$ cat src/rtl/display_timings_pkg.sv
// display_timings_pkg: shared types and helpers for the programmable timing generator.
//   timing_cfg_t    - one requested mode (porches, sync, resolution, polarity)
//   timing_bounds_t - signed counter compare points derived from a mode
//   derive_bounds() - mode -> compare points
//   cfg_legal()     - accept/reject check applied when a request is captured
package display_timings_pkg;

    localparam int CFG_W  = 12;
    localparam int CORD_W = 16;

    typedef logic signed [CORD_W-1:0] coord_t;

    typedef struct packed {
        logic [CFG_W-1:0] h_res, h_fp, h_sync, h_bp;
        logic [CFG_W-1:0] v_res, v_fp, v_sync, v_bp;
        logic             h_pol, v_pol;
    } timing_cfg_t;

    typedef struct packed {
        coord_t h_sta, hs_sta, hs_end, ha_end;
        coord_t v_sta, vs_sta, vs_end, va_end;
        logic   h_pol, v_pol;
    } timing_bounds_t;

    localparam timing_cfg_t DEF_480P = '{
        h_res: 12'd640,  h_fp: 12'd16,  h_sync: 12'd96, h_bp: 12'd48,
        v_res: 12'd480,  v_fp: 12'd10,  v_sync: 12'd2,  v_bp: 12'd33,
        h_pol: 1'b0,     v_pol: 1'b0};

    localparam timing_cfg_t DEF_720P = '{
        h_res: 12'd1280, h_fp: 12'd110, h_sync: 12'd40, h_bp: 12'd220,
        v_res: 12'd720,  v_fp: 12'd5,   v_sync: 12'd5,  v_bp: 12'd20,
        h_pol: 1'b1,     v_pol: 1'b1};

    // Blanking lives at negative coordinates so the active area starts at (0,0).
    function automatic timing_bounds_t derive_bounds(input timing_cfg_t c);
        timing_bounds_t b;
        b.h_sta  = -(coord_t'(c.h_fp) + coord_t'(c.h_sync) + coord_t'(c.h_bp));
        b.hs_sta = b.h_sta + coord_t'(c.h_fp);
        b.hs_end = b.hs_sta + coord_t'(c.h_sync);
        b.ha_end = coord_t'(c.h_res) - coord_t'(1);
        b.v_sta  = -(coord_t'(c.v_fp) + coord_t'(c.v_sync) + coord_t'(c.v_bp));
        b.vs_sta = b.v_sta + coord_t'(c.v_fp);
        b.vs_end = b.vs_sta + coord_t'(c.v_sync);
        b.va_end = coord_t'(c.v_res) - coord_t'(1);
        b.h_pol  = c.h_pol;
        b.v_pol  = c.v_pol;
        return b;
    endfunction

    // Zero-size active/sync fields and totals that overflow the signed
    // coordinate range cannot be represented by the counters.
    function automatic logic cfg_legal(input timing_cfg_t c);
        int h_tot, v_tot, lim;
        h_tot = int'(c.h_res) + int'(c.h_fp) + int'(c.h_sync) + int'(c.h_bp);
        v_tot = int'(c.v_res) + int'(c.v_fp) + int'(c.v_sync) + int'(c.v_bp);
        lim   = (2 ** (CORD_W - 1)) - 1;
        return (c.h_res != '0) && (c.v_res != '0) &&
               (c.h_sync != '0) && (c.v_sync != '0) &&
               (h_tot <= lim) && (v_tot <= lim);
    endfunction

endpackage

$ cat src/rtl/display_cfg_shadow.sv
// display_cfg_shadow: single-entry pending-mode register behind a valid/ready handshake.
//   req/cfg_valid/cfg_ready - request capture; the slot stays busy until the
//                             new mode's first frame is on the outputs
//   cfg_err                 - one-cycle pulse when a captured request is illegal
//   frame_end               - counter is on the last pixel of the frame
//   apply_ok                - pending mode is being loaded this cycle
//   pend_bnd                - pending mode, already converted to compare points
//   mode_applied            - one-cycle pulse aligned with the new mode's frame pulse
module display_cfg_shadow
    import display_timings_pkg::*;
(
    input  logic           clk_pix,
    input  logic           rst,
    input  timing_cfg_t    req,
    input  logic           cfg_valid,
    input  logic           frame_end,
    output logic           cfg_ready,
    output logic           cfg_err,
    output logic           apply_ok,
    output timing_bounds_t pend_bnd,
    output logic           mode_applied
);

    logic full;
    logic applied_q;

    // Ready is held low one extra cycle after the load so it returns in step
    // with mode_applied and the new mode's frame pulse.
    assign cfg_ready = !full && !applied_q;
    // A capture happens only while empty, so a capture on the frame-end cycle
    // cannot apply until the next frame end.
    assign apply_ok  = full && frame_end;

    always_ff @(posedge clk_pix) begin
        if (rst) begin
            full         <= 1'b0;
            applied_q    <= 1'b0;
            mode_applied <= 1'b0;
            cfg_err      <= 1'b0;
            pend_bnd     <= '0;
        end else begin
            cfg_err      <= 1'b0;
            applied_q    <= apply_ok;
            mode_applied <= applied_q;
            if (apply_ok) begin
                full <= 1'b0;
            end else if (cfg_valid && cfg_ready) begin
                if (cfg_legal(req)) begin
                    full     <= 1'b1;
                    pend_bnd <= derive_bounds(req);
                end else begin
                    cfg_err  <= 1'b1;
                end
            end
        end
    end

endmodule

$ cat src/rtl/display_timings_prog.sv
// display_timings_prog: runtime-programmable raster timing generator.
//   clk_pix, rst        - pixel clock, synchronous active-high reset
//   cfg_* / cfg_valid   - requested mode; cfg_ready, cfg_err handshake status
//   mode_applied        - pulse with the first frame pulse of a newly loaded mode
//   hsync, vsync        - syncs at the polarity of the current mode
//   de, frame, line     - data enable, start of frame, start of active line
//   sx, sy              - signed screen position, aligned with the syncs
// Optional (DISPLAY_TIMINGS_VBLANK_IRQ_EN): irq_clr in, irq_vblank out, a
// sticky flag raised when the last active pixel of a frame has been sent.
module display_timings_prog
    import display_timings_pkg::*;
#(
    parameter int   CORDW      = CORD_W,
    parameter int   CFGW       = CFG_W,
    parameter int   DEF_H_RES  = 640,
    parameter int   DEF_H_FP   = 16,
    parameter int   DEF_H_SYNC = 96,
    parameter int   DEF_H_BP   = 48,
    parameter int   DEF_V_RES  = 480,
    parameter int   DEF_V_FP   = 10,
    parameter int   DEF_V_SYNC = 2,
    parameter int   DEF_V_BP   = 33,
    parameter logic DEF_H_POL  = 1'b0,
    parameter logic DEF_V_POL  = 1'b0
) (
    input  logic                    clk_pix,
    input  logic                    rst,
    input  logic [CFGW-1:0]         cfg_h_res,
    input  logic [CFGW-1:0]         cfg_h_fp,
    input  logic [CFGW-1:0]         cfg_h_sync,
    input  logic [CFGW-1:0]         cfg_h_bp,
    input  logic [CFGW-1:0]         cfg_v_res,
    input  logic [CFGW-1:0]         cfg_v_fp,
    input  logic [CFGW-1:0]         cfg_v_sync,
    input  logic [CFGW-1:0]         cfg_v_bp,
    input  logic                    cfg_h_pol,
    input  logic                    cfg_v_pol,
    input  logic                    cfg_valid,
    output logic                    cfg_ready,
    output logic                    cfg_err,
    output logic                    mode_applied,
    output logic                    hsync,
    output logic                    vsync,
    output logic                    de,
    output logic                    frame,
    output logic                    line,
    output logic signed [CORDW-1:0] sx,
    output logic signed [CORDW-1:0] sy
`ifdef DISPLAY_TIMINGS_VBLANK_IRQ_EN
    ,
    input  logic                    irq_clr,
    output logic                    irq_vblank
`endif
);

    localparam timing_cfg_t DEF_CFG = '{
        h_res: CFG_W'(DEF_H_RES), h_fp: CFG_W'(DEF_H_FP),
        h_sync: CFG_W'(DEF_H_SYNC), h_bp: CFG_W'(DEF_H_BP),
        v_res: CFG_W'(DEF_V_RES), v_fp: CFG_W'(DEF_V_FP),
        v_sync: CFG_W'(DEF_V_SYNC), v_bp: CFG_W'(DEF_V_BP),
        h_pol: DEF_H_POL, v_pol: DEF_V_POL};
    localparam coord_t DEF_H_STA = coord_t'(-(DEF_H_FP + DEF_H_SYNC + DEF_H_BP));
    localparam coord_t DEF_V_STA = coord_t'(-(DEF_V_FP + DEF_V_SYNC + DEF_V_BP));

    timing_cfg_t    req;
    timing_bounds_t bnd;       // active mode
    timing_bounds_t pend_bnd;  // pending mode from the shadow
    coord_t         x, y;
    logic           frame_end, apply_ok, hs_act, vs_act;

    assign req = '{cfg_h_res, cfg_h_fp, cfg_h_sync, cfg_h_bp,
                   cfg_v_res, cfg_v_fp, cfg_v_sync, cfg_v_bp,
                   cfg_h_pol, cfg_v_pol};

    assign frame_end = (x == bnd.ha_end) && (y == bnd.va_end);
    assign hs_act    = ($signed(bnd.hs_sta) < x) && (x <= $signed(bnd.hs_end));
    assign vs_act    = ($signed(bnd.vs_sta) < y) && (y <= $signed(bnd.vs_end));

    display_cfg_shadow u_shadow (
        .clk_pix      (clk_pix),
        .rst          (rst),
        .req          (req),
        .cfg_valid    (cfg_valid),
        .frame_end    (frame_end),
        .cfg_ready    (cfg_ready),
        .cfg_err      (cfg_err),
        .apply_ok     (apply_ok),
        .pend_bnd     (pend_bnd),
        .mode_applied (mode_applied)
    );

    // Mode swaps only on the last pixel of a frame, so the counters jump
    // straight to the new mode's blanking origin.
    always_ff @(posedge clk_pix) begin
        if (rst) begin
            bnd <= derive_bounds(DEF_CFG);
            x   <= DEF_H_STA;
            y   <= DEF_V_STA;
        end else if (apply_ok) begin
            bnd <= pend_bnd;
            x   <= pend_bnd.h_sta;
            y   <= pend_bnd.v_sta;
        end else if (x == bnd.ha_end) begin
            x   <= bnd.h_sta;
            y   <= (y == bnd.va_end) ? bnd.v_sta : y + coord_t'(1);
        end else begin
            x   <= x + coord_t'(1);
        end
    end

    // Everything here is built from the same x/y/bnd, so a mode change shows
    // up on all outputs together at the first cycle of the new frame.
    always_ff @(posedge clk_pix) begin
        if (rst) begin
            hsync <= ~DEF_H_POL;
            vsync <= ~DEF_V_POL;
            de    <= 1'b0;
            frame <= 1'b0;
            line  <= 1'b0;
            sx    <= DEF_H_STA;
            sy    <= DEF_V_STA;
        end else begin
            hsync <= bnd.h_pol ? hs_act : ~hs_act;
            vsync <= bnd.v_pol ? vs_act : ~vs_act;
            de    <= !x[CORD_W-1] && !y[CORD_W-1];
            frame <= (x == bnd.h_sta) && (y == bnd.v_sta);
            line  <= !y[CORD_W-1] && (x == bnd.h_sta);
            sx    <= x;
            sy    <= y;
        end
    end

`ifdef DISPLAY_TIMINGS_VBLANK_IRQ_EN
    // last_px_q lines up with the last pixel on sx/sy; the flag follows one
    // cycle later, together with de falling. Set beats clear.
    logic last_px_q;

    always_ff @(posedge clk_pix) begin
        if (rst) begin
            last_px_q  <= 1'b0;
            irq_vblank <= 1'b0;
        end else begin
            last_px_q <= frame_end;
            if (last_px_q) begin
                irq_vblank <= 1'b1;
            end else if (irq_clr) begin
                irq_vblank <= 1'b0;
            end
        end
    end
`endif

endmodule

$ cat config.mk
export PLATFORM = sky130hd
export DESIGN_NAME = display_timings_prog
export DESIGN_NICKNAME = d
export VERILOG_FILES = /design/src/rtl/display_timings_pkg.sv /design/src/rtl/display_cfg_shadow.sv /design/src/rtl/display_timings_prog.sv
export SDC_FILE = /design/constraint.sdc
export NUM_CORES = 1
export LEC_CHECK = 0
export ABC_CLOCK_PERIOD_IN_PS = 8000
export BUFFER_PORTS_ARGS = -buffer_cell sky130_fd_sc_hd__buf_2
export CORE_ASPECT_RATIO = 0.5
export CORE_MARGIN = 1
export CORE_UTILIZATION = 40
export DETAILED_ROUTE_END_ITERATION = 7
export PLACE_DENSITY = 0.61
export SLEW_MARGIN = 40
export SYNTH_ARGS = -nofsm -noshare
export SYNTH_HDL_FRONTEND = slang
export SYNTH_SLANG_ARGS = --single-unit
$ cat constraint.sdc
create_clock -name clk_pix -period 8 [get_ports clk_pix]
set_input_delay 0.4 -clock clk_pix [delete_from_list [all_inputs] [get_ports clk_pix]]
set_output_delay 0.4 -clock clk_pix [all_outputs]
set_load 0.05 [all_outputs]
# Yosys cells after proc, flatten, opt, wreduce, memory -nomap -nowiden
# Index checks and enable logic that the tools add are counted.
[totals] ff_bits=333 input_bits=101 out_inout_bits=40 word_cells=102
[op_classes] n_addsub=20 n_lt_le_gt_ge=6 eq_ne=4 mux=8 bitwise=4 reduce_logical=27
[ops] op="adder 32 x 13 -> 32 bit" n=4
[ops] op="adder 16 x 13 -> 16 bit" n=6
[ops] op="2-to-1 mux 16 bit" n=5
[ops] op="equality test 16 bit" n=4
[ops] op="<= comparator 32 x 16 -> 1 bit (second input constant)" n=2
[ops] op="adder 12 x 12 -> 13 bit" n=4
[ops] op="nonzero test 12 bit" n=4
[ops] op="adder 16 x 2 -> 16 bit (second input constant)" n=2
[ops] op="<= comparator 16 bit" n=2
[ops] op="less-than comparator 16 bit" n=2
[ops] op="negation 16 bit" n=2
[ops] op="subtractor 12 x 1 -> 13 bit (second input constant)" n=2
[ops] op="logical AND 1 bit" n=14
[ops] op="logical NOT 1 bit" n=4
[ops] op="NOT 1 bit" n=4
[ops] op="2-to-1 mux 1 bit" n=3
[ops] op="AND reduction 3 bit" n=1
[ops] op="OR reduction 3 bit" n=1
[ops] op="AND reduction 2 bit" n=1
[ops] op="nonzero test 2 bit" n=1
[ops] op="OR reduction 2 bit" n=1

# Longest topological paths before layout
[logic_depth] ltp_word=7 depth_mapped=29 depth_no_buf=29

# Cells and area by module
# From an unflattened synthesis, not the netlist that was laid out.
[unflattened] cells_unflattened=2303 area_unflattened_um2=19513.7
[modules_own_cells] mod="display_timings_prog" instances=1 cells_each=1097 area_per_inst_um2=9768.1 seq_area_each_um2=3983.8
[modules_own_cells] mod="display_cfg_shadow" instances=1 cells_each=1206 area_per_inst_um2=9745.6 seq_area_each_um2=2562.5

# Least setup slack after synthesis
# No wires, ideal clock.
[synth_path] path_kind="input to register" start="input cfg_v_fp[0]" end="register, netlist name u_shadow.pend_bnd[32]" setup_time_ps=132 arrival_time_ps=5336 required_time_ps=7868 setup_slack_ps=2532 path_stages=27 n_path_buf=0 path_cell_list="ha_1 -> inv_1 -> fa_1 -> nor2b_1 -> o2111ai_1 -> nand2_1 -> nor2_1 -> xor2_1 -> ha_1 -> ha_1 -> and3_1 -> a221o_1 -> nor2_1 -> xnor2_1 -> ha_1 -> or4_1 -> o22ai_1 -> xnor2_1 -> ha_1 -> a21o_1 -> a21oi_1 -> nand2_1 -> o21ai_0 -> o21ai_0 -> and4b_1 -> mux2i_1 -> o211ai_1"
[synth_between] elab_chain_len=6 word_cells_on_any_way=11 cone_classes="8 x add/sub; 1 x order compare; 2 x reduce/logical"
[synth_lines] item="from (decl)" line="display_timings_prog.sv:33" source="input logic [CFGW-1:0] cfg_v_fp,"
[synth_lines] item="parallel branches: the longest is 6 deep, another holds adder 16 x 13 -> 16 bit"
# Parallel ways; which one is timed is not known.
# A chain may end at the register's enable or synchronous reset.

# Final worst setup path
[layout_path] start="input cfg_h_fp[0]" end="register, netlist name u_shadow.pend_bnd[96]"
[layout_between] elab_chain_len=7 word_cells_on_any_way=12 cone_classes="8 x add/sub; 1 x order compare; 3 x reduce/logical"
[layout_lines] item="from (decl)" line="display_timings_prog.sv:29" source="input logic [CFGW-1:0] cfg_h_fp,"
[layout_lines] item="parallel branches: the longest is 7 deep, another holds adder 16 x 13 -> 16 bit"
# Parallel ways; which one is timed is not known.

==> reports/metrics.yaml <==
status: "finished clean"
slew_viol_final: 0
dieArea_um2: 48400
max_stage_delay_ns: 0.43
setup_ws_ns: 2.28
crit_arrival_ns: 6.16
critPathSlowestCell: "fa_1"
dp_hpwl_um: 42400
via_per_inst: 5.28
core.rowCount: 55
p_seq_share_pct: 29.1
ys_ff_latch: 321
mostFrequentLayoutCell: "nand2_1"
max_freq_ghz: 0.175
cts_hold_buf: 0
r2r-end: "y[4]"
routedWlPerCell_um: 18.2
netSwitchingPower_w: 0.00253
criticalPathCategory: "in2reg"
clk_pin_slew_ns: 0.06
port_buffers: 140
syn_nets: 2654
period_share_pct: 71.5
grt_usage_pct: 22.8
initial_core_util_pct: 41.3
crit_fanout: 6
p_leak_nw: 9.49
rsz0062_at_grt: "no"
finalNetCount: 2728
vias: 16250
start_kind: "primary input"
p_int_w: 0.00384
dpl_worst_slack_ns: 1.85
p_comb_share_pct: 46.0
reg2reg_from: "y[0]"
powerDensity_nw_per_um2: 299
synth-main-ff-cell: "dfxtp_1"
cp_common_cell: "ha_1"
switching_share_pct: 39.7
drc: 0
postCtsSetupRepairBufs: 0
grt_pass1_wl_um: 85200
antenna_found_initial: 4
synth-async-reset-ratio_pct: 0
ios: 141
ff2ff_setup_slack_ns: 4.38
clock_latency_ns: 0.52
required_ns: 8.44
syn_to_final_growth_pct: 12.2
cts_root_buffer: "clkbuf_16"
crit_path_start: "cfg_h_fp[0]"
synth_edf_count: 0
postSynthAreaPerCell_um2: 8.06
grt_pass1_vias: 14479
coreArea_um2: 46000
grt_max_degree: 106
skew_ns: 0.0160
yosys_warnings: 0
worstHoldPathType: "in2reg"
maxSlewHeadroom_pct: 46.0
setup_violations: 0
ant_nets: 0
overflow: 0
clockBufferDepth: 3
gp_congestion: 0.935
crit_end: "u_shadow.pend_bnd[96]"
chipWidth_um: 310
syn-instance-count: 2354
cts.sinks: 321
netlist_area_um2: 19000
cts_buffers: 34
cts_resized: 0
yosysSeqAreaShare_pct: 33.9
endpoint_kind: "flop"
hold_viol_final: 0
detail_route.first_pass.iterations: 5
cts_tree: "built"
finalWirelength_um: 56000
die_h_um: 156
vdd_drop_max_v: 0.000163
mostFrequentLayoutCells: "nand2_1, dfxtp_1, a21oi_1"
r2r_cells: 9
tns_ns: 0
whs_path_depth: 3
drt_iter0_drc: 1475
cts_max_level: 2
maxCapViolations: 0
drive_above_1_share_pct: 10.7
p_clk_share_pct: 24.9
synth_cell_types: 80
worstMarginPinSlew_ns: 0.809
finalCriticalPeriod_ns: 5.72
## layout make-up
| type | count | area [µm²] |
|---|---|---|
| Fill cell | 4701 | 24700 |
| Multi-Input combinational cell | 1787 | 11600 |
| Sequential cell | 321 | 6430 |
| Clock buffer | 42 | 985 |
| Timing Repair Buffer | 155 | 843 |
| Tap cell | 627 | 785 |
| Inverter | 129 | 484 |
| Clock inverter | 17 | 131 |
| Antenna cell | 2 | 5.00 |
## how the worst min path moves through the flow
stage | startpoint | to
final | cfg_h_pol | u_shadow.pend_bnd[1]
after CTS | cfg_h_pol | u_shadow.pend_bnd[1]
after floorplan | bnd[98] | bnd[98]
after detailed placement | u_shadow.pend_bnd[100] | u_shadow.pend_bnd[100]
after global routing | cfg_v_pol | u_shadow.pend_bnd[0]
after global placement | bnd[84] | bnd[84]
## through the flow
step | area (µm²) | cells | hold WS [ns] | power [W] | utilization, %
CTS | 21300 | 3078 | 0.104 | 0.00636 | 46.3
detailed placement | 20200 | 3019 | 0.447 | 0.00476 | 43.9
finish | 21300 | 3080 | 0.123 | 0.00637 | 46.3
global placement | 20100 | 3018 | 0.441 | 0.00473 | 43.8
global route | 21300 | 3080 | 0.130 | 0.00679 | 46.3
floorplan | 19000 | 2354 | 0.427 | 0.00404 | -
## sequential cells by signal, indices dropped and copies added (netlist names), 16 cells and up
| name | flops |
|---|---|
| u_shadow.pend_bnd | 124 |
| x | 16 |
| bnd | 124 |
| sy | 16 |
| sx | 16 |
| y | 16 |
## power by group through the flow
stage | clock network [W] | logic [W] | registers [W]
after global placement | 0 | 0.00285 | 0.00188
after floorplan | 0 | 0.00221 | 0.00183
after global routing | 0.00168 | 0.00325 | 0.00186
after detailed placement | 0 | 0.00288 | 0.00188
after CTS | 0.00162 | 0.00289 | 0.00185
final | 0.00159 | 0.00293 | 0.00185
## synth_stat cells, types with 3 or more instances
| master | instances | area [µm²] |
|---|---|---|
| nand2_1 | 453 | 1700 |
| dfxtp_1 | 321 | 6430 |
| a21oi_1 | 213 | 1070 |
| ha_1 | 191 | 2390 |
| nor2_1 | 147 | 552 |
| inv_1 | 128 | 480 |
| xnor2_1 | 95 | 832 |
| xor2_1 | 87 | 762 |
| clkbuf_1 | 84 | 315 |
| o21ai_0 | 51 | 255 |
| nand3b_1 | 49 | 368 |
| a211oi_1 | 46 | 345 |
| nand3_1 | 42 | 210 |
| a211o_1 | 41 | 359 |
| a21o_1 | 41 | 308 |
| nor3_1 | 40 | 200 |
| buf_2 | 26 | 130 |
| nor4_1 | 24 | 150 |
| or2_2 | 24 | 150 |
| nand4_1 | 23 | 144 |
| nor2b_1 | 23 | 144 |
| o211ai_1 | 15 | 113 |
| a31oi_1 | 14 | 87.6 |
| o21a_1 | 14 | 105 |
| nand2b_1 | 13 | 81.3 |
| and3_1 | 12 | 75.1 |
| o21ai_1 | 12 | 60.1 |
| o21bai_1 | 12 | 90.1 |
| or3_1 | 9 | 56.3 |
| fa_1 | 8 | 160 |
| mux2i_1 | 8 | 80.1 |
| and2_1 | 7 | 43.8 |
| buf_1 | 6 | 22.5 |
| nor3b_1 | 5 | 37.5 |
| o2111ai_1 | 4 | 35.0 |
| or4_1 | 4 | 30.0 |
| a2111oi_0 | 3 | 26.3 |
## critical path: cells and delay by family
family / cells / cell delay, ns
AOI/OAI and AO/OA: 13 / 2.78
xor gates and xnor gates: 3 / 0.54
adders and majority gates: 6 / 1.97
buffers and inverters: 1 / 0.12
and+or+nand+nor: 3 / 0.33
## routing by layer
layer | GRT usage, % | part of all wire (%) | vias to the layer above
li1 | - | - | 8249
met1 | 37.5 | 55 | 7571
met2 | 29.5 | 37 | 387
met3 | 4.10 | 6.1 | 39
met4 | 4.32 | 1.1 | 4
met5 | 0 | 0.041 | -
## cells by family after synthesis
family	synth area share [%]
simple gates	21.6
compound gates	16.9
flops	33.9
buf+inv	5.06
fa+ha+maj	13.4
xor+xnor	8.66
mux	0.541
Power figures use the tool's default switching activity.
